--- config.mk ---
export PLATFORM = sky130hd
export DESIGN_NAME = micro_sequencer_flat
export DESIGN_NICKNAME = d
export VERILOG_FILES = /design/src/rtl/micro_sequencer_if.sv /design/src/rtl/micro_sequencer.sv /design/src/flat_wrapper.sv
export SDC_FILE = /design/constraint.sdc
export NUM_CORES = 1
export LEC_CHECK = 0
export CAP_MARGIN = 40
export CORE_ASPECT_RATIO = 0.6
export CORE_MARGIN = 2
export CORE_UTILIZATION = 41
export DETAILED_ROUTE_END_ITERATION = 16
export PLACE_DENSITY = 0.82
export SETUP_SLACK_MARGIN = 0.05
export SLEW_MARGIN = 25
export SYNTH_ARGS = -nofsm -noshare
export SYNTH_HDL_FRONTEND = slang
export SYNTH_SLANG_ARGS = --single-unit
export TNS_END_PERCENT = 50
--- constraint.sdc ---
create_clock -name clk -period 2.4 [get_ports clk]
set_input_delay 0.24 -clock clk [delete_from_list [all_inputs] [get_ports clk]]
set_output_delay 0.24 -clock clk [all_outputs]
set_load 0.02 [all_outputs]
--- src/rtl/micro_sequencer_if.sv ---
// Handshake and microcode bus between the micro_sequencer and its environment.
// The environment supplies the control ROM contents combinationally at rom_addr.
interface micro_sequencer_if;
   logic        start;
   logic [3:0]  cnt_init;
   logic        flag_a;
   logic        flag_b;
   logic [22:0] rom_data;
   logic [4:0]  rom_addr;
   logic [14:0] ctrl;
   logic        busy;
   logic        done;
   logic        err;

   modport master (
      output start, cnt_init, flag_a, flag_b, rom_data,
      input  rom_addr, ctrl, busy, done, err
   );

   modport slave (
      input  start, cnt_init, flag_a, flag_b, rom_data,
      output rom_addr, ctrl, busy, done, err
   );
endinterface

--- src/rtl/micro_sequencer.sv ---
// Microprogram sequencer: walks an external control ROM from address 0, issuing
// one microword per cycle, with conditional branches, a loop counter and a watchdog.
//
// state | meaning
// IDLE  | waiting for start, uPC holds last value
// RUN   | issuing one microword per cycle
// DONE  | one-cycle done (and err on abort) pulse
module micro_sequencer #(
   parameter int ROM_DEPTH = 18,
   parameter int WDOG_MAX  = 255
) (
   input  logic               clk,
   input  logic               reset,
   micro_sequencer_if.slave   bus
);
   typedef enum logic [1:0] {IDLE, RUN, DONE} state_t;

   localparam logic [5:0] DEPTH_LIM = 6'(ROM_DEPTH);
   localparam logic [7:0] WDOG_LIM  = 8'(WDOG_MAX);

   state_t      state_q, state_d;
   logic [4:0]  upc_q, upc_d;
   logic [3:0]  cnt_q, cnt_d;
   logic [7:0]  wdog_q, wdog_d;
   logic        busy_q, busy_d;
   logic        done_q, done_d;
   logic        err_q, err_d;

   logic [2:0]  cond;
   logic [4:0]  target;
   logic [14:0] word_ctrl;
   logic [4:0]  upc_inc;
   logic [4:0]  next_upc;
   logic        halt;
   logic        wdog_hit;
   logic        range_hit;
   logic        issue;

   assign cond      = bus.rom_data[22:20];
   assign target    = bus.rom_data[19:15];
   assign word_ctrl = bus.rom_data[14:0];
   assign upc_inc   = upc_q + 5'd1;

   always_comb begin
      next_upc = upc_inc;
      case (cond)
         3'b000:  next_upc = target;
         3'b001:  next_upc = bus.flag_a ? target : upc_inc;
         3'b010:  next_upc = bus.flag_b ? target : upc_inc;
         3'b011:  next_upc = (cnt_q == 4'd0) ? target : upc_inc;
         3'b100:  next_upc = target;
         default: next_upc = upc_inc;
      endcase
   end

   // Halt wins over both abort causes; a halting or aborting word is not issued.
   assign halt      = (cond == 3'b100) && (target == upc_q);
   assign wdog_hit  = (wdog_q >= WDOG_LIM);
   assign range_hit = ({1'b0, next_upc} >= DEPTH_LIM);
   assign issue     = (state_q == RUN) && !halt && !wdog_hit && !range_hit;

   always_comb begin
      state_d = state_q;
      upc_d   = upc_q;
      cnt_d   = cnt_q;
      wdog_d  = wdog_q;
      done_d  = 1'b0;
      err_d   = 1'b0;
      case (state_q)
         IDLE, DONE: begin
            state_d = IDLE;
            if (bus.start) begin
               state_d = RUN;
               upc_d   = 5'd0;
               cnt_d   = bus.cnt_init;
               wdog_d  = 8'd0;
            end
         end
         RUN: begin
            if (halt) begin
               state_d = DONE;
               done_d  = 1'b1;
            end else if (wdog_hit || range_hit) begin
               state_d = DONE;
               done_d  = 1'b1;
               err_d   = 1'b1;
            end else begin
               upc_d  = next_upc;
               wdog_d = wdog_q + 8'd1;
               if (word_ctrl[14] && (cnt_q != 4'd0)) cnt_d = cnt_q - 4'd1;
            end
         end
         default: state_d = IDLE;
      endcase
      busy_d = (state_d == RUN);
   end

   always_ff @(posedge clk or posedge reset) begin
      if (reset) begin
         state_q <= IDLE;
         upc_q   <= 5'd0;
         cnt_q   <= 4'd0;
         wdog_q  <= 8'd0;
         busy_q  <= 1'b0;
         done_q  <= 1'b0;
         err_q   <= 1'b0;
      end else begin
         state_q <= state_d;
         upc_q   <= upc_d;
         cnt_q   <= cnt_d;
         wdog_q  <= wdog_d;
         busy_q  <= busy_d;
         done_q  <= done_d;
         err_q   <= err_d;
      end
   end

   assign bus.rom_addr = upc_q;
   assign bus.ctrl     = issue ? word_ctrl : 15'h0000;
   assign bus.busy     = busy_q;
   assign bus.done     = done_q;
   assign bus.err      = err_q;
endmodule
--- src/flat_wrapper.sv ---
// flat-port wrapper written by rule: the top's interface ports become plain ports
module micro_sequencer_flat 
#(
   parameter int ROM_DEPTH = 18,
   parameter int WDOG_MAX  = 255
)
  (clk, reset, bus_start, bus_cnt_init, bus_flag_a, bus_flag_b, bus_rom_data, bus_rom_addr, bus_ctrl, bus_busy, bus_done, bus_err);
  micro_sequencer_if bus_i ();
  input  logic clk;
  input  logic reset;
  input wire logic [$bits(bus_i.start)-1:0] bus_start;
  input wire logic [$bits(bus_i.cnt_init)-1:0] bus_cnt_init;
  input wire logic [$bits(bus_i.flag_a)-1:0] bus_flag_a;
  input wire logic [$bits(bus_i.flag_b)-1:0] bus_flag_b;
  input wire logic [$bits(bus_i.rom_data)-1:0] bus_rom_data;
  output wire logic [$bits(bus_i.rom_addr)-1:0] bus_rom_addr;
  output wire logic [$bits(bus_i.ctrl)-1:0] bus_ctrl;
  output wire logic [$bits(bus_i.busy)-1:0] bus_busy;
  output wire logic [$bits(bus_i.done)-1:0] bus_done;
  output wire logic [$bits(bus_i.err)-1:0] bus_err;
  assign bus_i.start = bus_start;
  assign bus_i.cnt_init = bus_cnt_init;
  assign bus_i.flag_a = bus_flag_a;
  assign bus_i.flag_b = bus_flag_b;
  assign bus_i.rom_data = bus_rom_data;
  assign bus_rom_addr = bus_i.rom_addr;
  assign bus_ctrl = bus_i.ctrl;
  assign bus_busy = bus_i.busy;
  assign bus_done = bus_i.done;
  assign bus_err = bus_i.err;
  micro_sequencer #(.ROM_DEPTH(ROM_DEPTH), .WDOG_MAX(WDOG_MAX)) u_core (.clk(clk), .reset(reset), .bus(bus_i));
endmodule
==> metrics.txt, run 1 <==
layer with the highest usage=met2; number of flops mapped to enable cells by yosys=0; first-pass GRT wire length=9180 um; min-delay worst type=input port to async pin; Async SR Flop Fraction=100%; failing checks=negative setup slack; CP Buf/Inv Count=3; I/O Pins=55; Via density=5.59; # diodes=0; maxcap violations=0; setup TNS=-11.00 ns; initial core utilization=43.0%; fillcell total=225; CP max stage delay=0.55 ns; total track usage=27.4%; # rows=17; Worst VDD drop=759 uV; CP max stage cell=or4b_4; Final Wtd Congestion=0.898; largest net degree at the start of global routing=23; share of cells above drive strength 1=44.0%; Nets=334; Top Family by Delay on Critical Path=simple AND/OR/NAND/NOR gates; hpwl dp=4210 um; final WL=6100 um; final hold violations=0; Root Driver=clkbuf_8; PwrDens=1290 nW/um^2; Final Skew=0.0102 ns; Final period util=119%; leakage power=1.34 nW; CP Max Fanout=9; Period minus WS final=2.87 ns; Clk Latency, worst-skew pair=0.27 ns; Warnings, synthesis=0; Syn Nets=221; clock slew at reported path FFs=0.08 ns; hold_buf cts=0; max-slew violations=0; Worst path most repeated cell=buf_6; outcome=finished with violations; Slew HR=67.5%; Worst Slack Setup Final=-0.465 ns; Core Box Area=3680 um^2; Seq/Total Area, Yosys=34.8%; clock buffer depth=2; CTS tree=done; Synth Flop Type=dfrtp_1; met3 layer usage reported by global route=7.78%; clock sink total=22; Pwr Total=0.00374 W; Starting DRT DRC Count=124; Mapped Avg Cell Area=8.50 um^2; cell area after layout=2900 um^2; RSZ-0062 raised after global routing=yes; CP endpoint kind=output port; final setup fails=34; Die Area=4390 um^2; vias in the first global route=1,824; Arrival @ worst endpoint=2.63 ns; Die Span Y=52.1 um; via count=1,928; drt first pass iters=5; Cells after Synth=186; FMAX=349 MHz; met2 GRT Util=44.8%; Critical Path RT=2.16 ns; Wirelength per Cell=17.7 um; IO buf count=54; GRT overflow=0; H-tree Lvls=1; Mapped Area=1580 um^2; die width=84.2 um; met1 Resource Use GR=35.9%; Critical Path, Cell by Cell=inv_2 > ha_4 > nor3b_4 > and4_4 > o221a_4 > or4b_4 > o2bb2ai_4 > buf_6 > and2_4 > buf_6; worst-margin pin slew=0.486 ns; #FFs+latches synth=22; dpl cells=335; Startpoint Class=flop; initial antenna violation count=0; library cells used by synthesis=46; cts bufs inserted=3; Setup Crit Path Kind=flop to output port; final core utilization=78.7%; Non-Filler Instances=345; DRC viols=0; synthesis-to-layout area growth=83.2%; Routed Antenna Nets=0; placed cell area=2660 um^2
[cells in the final DEF (no fill, tap or decap), types with 2 or more instances in the layout]
cell type,n
clkbuf_8,3
buf_4,54
and2_4,15
nor3_1,8
a21oi_1,8
dfrtp_2,3
a22o_1,2
mux2i_1,5
nor3b_4,2
nand2b_1,6
o21ai_0,4
ha_4,2
nand3_1,6
clkdlybuf4s50_1,39
o221ai_1,2
nor4_2,2
mux2_2,2
nor4_1,2
xor2_1,6
mux2_4,4
dfrtp_1,19
a31o_2,2
a21oi_2,4
nor2b_1,2
inv_1,9
o211ai_1,3
nor2_1,13
nand2_1,18
inv_2,3
buf_6,21
[cell type report]
| cell class | count | area, um^2 | area share (%) |
|---|---|---|---|
| inverter | 12 | 45.0 | 1.55 |
| clock buffer | 4 | 45.0 | 1.55 |
| sequential | 22 | 554 | 19.1 |
| timing repair buffer | 116 | 1070 | 36.8 |
| multi-input combinational | 144 | 1130 | 38.9 |
| tap | 47 | 58.8 | 2.03 |
[power by group]
group          leakage (nW)  switching [W]  internal (W)
registers             0.276      0.0000923      0.000510
logic                  1.04        0.00134       0.00155
clock network        0.0228       0.000119      0.000118
total                  1.34        0.00156       0.00218
[synth_stat cells, types with 2 or more instances]
library cell / instances / area (um^2)
nand2b_1: 6 / 37.5
nor2b_1: 2 / 12.5
mux2i_1: 5 / 50.1
nor3_1: 8 / 40.0
nand3_1: 6 / 30.0
dfrtp_1: 22 / 551
nor4_1: 4 / 25.0
a21oi_1: 12 / 60.1
a31o_2: 2 / 17.5
mux2_2: 5 / 56.3
buf_2: 2 / 10.0
inv_1: 11 / 41.3
nor2_1: 14 / 52.6
nand2_1: 19 / 71.3
clkbuf_2: 2 / 10.0
o21ai_0: 4 / 20.0
nor3b_1: 2 / 15.0
and3_1: 2 / 12.5
or3_1: 2 / 12.5
a31oi_1: 2 / 12.5
a22o_1: 2 / 17.5
clkbuf_1: 3 / 11.3
o211ai_1: 3 / 22.5
o221ai_1: 2 / 17.5
ha_1: 3 / 37.5
and2_1: 15 / 93.8
xor2_1: 7 / 61.3
[kinds of logic (layout without fill, tap and decap cells)]
kind of cell / count (synthesis) / in the layout / share of synthesized area, %
AO/OA/AOI/OAI: 38 / 38 / 17.3
XOR/XNOR: 7 / 7 / 3.88
adder cells (fa/ha/maj): 3 / 3 / 2.37
buffers and inverters: 20 / 132 / 5.30
flip-flops: 22 / 22 / 34.8
multiplexers: 11 / 11 / 7.67
AND/OR/NAND/NOR: 85 / 85 / 28.6
[worst min-delay path, cell delays in order]
cell,delay (ns)
clkdlybuf4s50_1,0.39
inv_1,0.05
buf_4,0.29
[state kept, by name (all words and copies together), names as in the netlist]
register / flops
u_core.wdog_q: 8
u_core.bus.rom_addr: 5
u_core.cnt_q: 4
u_core.state_q: 2
u_core.bus.busy: 1
u_core.bus.done: 1
u_core.bus.err: 1
[through the flow]
| step | hold WS, ns | setup WS [ns] |
|---|---|---|
| floorplan | 0.229 | -0.0287 |
| global placement | 0.548 | -0.737 |
| detailed placement | 0.559 | -0.767 |
| CTS | 0.314 | -0.453 |
| global route | 0.387 | -0.518 |
| finish | 0.307 | -0.465 |
[metal layers]
layer	routed length (um)	part of all wire [%]
met4	115	1.9
met3	507	8.3
met5	0	0
met2	2810	46
met1	2670	44
[worst paths after layout]
| path | start | endpoint | slack [ns] | depth (start not counted) |
|---|---|---|---|---|
| setup / recovery | u_core.cnt_q[0] | bus_ctrl[11] | -0.47 | 10 |
| hold / removal | reset | u_core.wdog_q[0] | 0.31 | 3 |
| setup reg to reg | u_core.cnt_q[0] | u_core.bus.rom_addr[4] | -0.45 | 12 |
| hold reg to reg | u_core.wdog_q[2] | u_core.wdog_q[2] | 0.58 | 2 |
| max in group asynchronous | reset | u_core.bus.rom_addr[1] | 1.85 | 3 |
| min in group clk | u_core.wdog_q[2] | u_core.wdog_q[2] | 0.58 | 2 |
[timing repair]
action | CTS | global route
setup endpoints to repair | 34 | 35
setup buffers | 3 | 4
gates cloned | 1 | 0
gates resized for setup | 103 | 21
pin swaps | 4 | 3
Power figures use the tool's default switching activity.
==> run 2: changes to the inputs <==
--- a/config.mk
+++ b/config.mk
@@ -12,7 +12,7 @@
 export DETAILED_ROUTE_END_ITERATION = 16
 export PLACE_DENSITY = 0.82
 export SETUP_SLACK_MARGIN = 0.05
-export SLEW_MARGIN = 25
+export SLEW_MARGIN = 20
 export SYNTH_ARGS = -nofsm -noshare
 export SYNTH_HDL_FRONTEND = slang
 export SYNTH_SLANG_ARGS = --single-unit
==> results of run 2 <==
Final layout, timing and power as in run 1 (identical DEF).
==> run 3: changes to the inputs <==
--- a/config.mk
+++ b/config.mk
@@ -12,7 +12,6 @@
 export DETAILED_ROUTE_END_ITERATION = 16
 export PLACE_DENSITY = 0.82
 export SETUP_SLACK_MARGIN = 0.05
-export SLEW_MARGIN = 20
 export SYNTH_ARGS = -nofsm -noshare
 export SYNTH_HDL_FRONTEND = slang
 export SYNTH_SLANG_ARGS = --single-unit
==> results of run 3 <==
Final layout, timing and power as in run 1 (identical DEF).
==> RTL change (settings of run 2) <==
Re-encode `state_t` (3 states) as one-hot, 3 bits wide.
--- a/src/rtl/micro_sequencer.sv
+++ b/src/rtl/micro_sequencer.sv
@@ -14,5 +14,5 @@
    micro_sequencer_if.slave   bus
 );
-   typedef enum logic [1:0] {IDLE, RUN, DONE} state_t;
+   typedef enum logic [2:0] {IDLE = 3'b001, RUN = 3'b010, DONE = 3'b100} state_t;
 
    localparam logic [5:0] DEPTH_LIM = 6'(ROM_DEPTH);
Function: same outputs for any inputs over 10 cycles, from zero or initial values and one cycle with reset high; not proved beyond that.
==> RTL change against run 2 <==
- the run still ends with negative setup slack left
- utilization fell by 3.5 points
- critical path type unchanged
- global-route usage down 1.9 points
- routed wire length shrank 5.5%
- synthesized area rose by 2.4%
- setup slack gained 0.42 ns
- die area up 2.2%
- total power shrank 38%
- cell count decreased by 4.3%
- worst hold slack worse by 0.0013 ns
- sequential cell count up 1
- first-iteration DRC count is 4.0% higher
- cell area decreased by 3.3%
==> RTL change: results (changes against run 2) <==
| Metric | Value |
|---|---|
| Worst slew pin tran | `0.372 ns (-0.114 ns)` |
| Final hold slack | `0.306 ns (-0.00130 ns)` |
| Routed wl met3 | `377 µm (-26%)` |
| WL met2 | `2810 µm (+0.21%)` |
| Synth unique cells | `49 (+6.5%)` |
| Final worst setup slack | `-0.0422 ns (+0.423 ns)` |
| Drt first pass iters | `4 (-1)` |
| Crit Path Max Fanout | `4 (-5)` |
| Synth cell count leaders | `dfrtp_1, nand2_1, and3_1, nand3_1, nor2_1` |
| Gr usage total | `25.5% (-1.9 points)` |
| Layout cells sized above 1 | `40.3% (-3.7 points)` |
| Post-synthesis xor/xnor area fraction | `3.25% (-0.63 points)` |
| Placement Cell Area | `0.00248 mm² (-6.8%)` |
| Clk_skew | `0.00740 ns (-0.00285 ns)` |
| Synth area leaders | `dfrtp_1, and3_1, mux2i_1` |
| Failing checks | `negative setup slack` |
| Peak VDD IR | `524 µV (-31%)` |
| RePlAce Congestion | `0.896 (-0.22%)` |
| Layout Cells excl Fill | `330 (-4.3%)` |
| Reg-to-reg slack, setup | `0.04 ns (+0.49 ns)` |
| # setup viols final | `7 (-79%)` |
| Metal1 wirelength | `2530 µm (-5.1%)` |
| Status | `finished with violations` |
| Worst Reg-to-Reg Cells | `10 (-2)` |
| Overall Power | `2.31 mW (-38%)` |
| Post-cts repair resize count | `116 (+13%)` |
| Synth Area per Inst | `8.80 µm² (+3.5%)` |
| Setup TNS | `-0.0880 ns (+10.91 ns)` |
| Largest net degree at the start of global routing | `24 (+4.3%)` |
| Reg-to-reg critical path startpoint | `u_core.bus.rom_addr[0]$_DFFE_PP0P_` |
| DP HPWL | `3570 µm (-15%)` |
| DP Worst Slack | `-0.462 ns (+0.305 ns)` |
| Number of global-route vias before repair | `1778 (-2.5%)` |
| Grt met3 use | `5.20% (-2.6 points)` |
| Register area share after synthesis | `35.6% (+0.82 points)` |
| Post-synthesis mux area share | `6.96% (-0.72 points)` |
| Nets | `319 (-4.5%)` |
==> RTL change: final timing paths <==
| kind | end |
|---|---|
| setup / recovery | bus_ctrl[8] |
| hold / removal | u_core.bus.done$_DFF_PP0_ |
| setup reg to reg | u_core.wdog_q[3]$_DFFE_PP0P_ |
| hold reg to reg | u_core.wdog_q[4]$_DFFE_PP0P_ |
| max in group asynchronous | u_core.state_q[0]$_DFF_PP1_ |
| min in group clk | u_core.wdog_q[4]$_DFFE_PP0P_ |
==> RTL change: worst max-delay path: stages, from the launching register on <==
cell and delay [ns]:
dfrtp_1 0.36, inv_1 0.05, ha_2 0.18, nor3b_4 0.15, and4b_4 0.22, or3_4 0.37, o211a_4 0.27, and3_1 0.19
buf_2 0.16
==> RTL change: area by class of cell <==
class	instances	area share [%]
Multi-Input combinational cell	146	41.7
Timing Repair Buffer	103	33.0
Inverter	7	0.937
Clock inverter	1	0.179
Sequential cell	23	20.6
Clock buffer	3	1.47
Tap cell	47	2.10
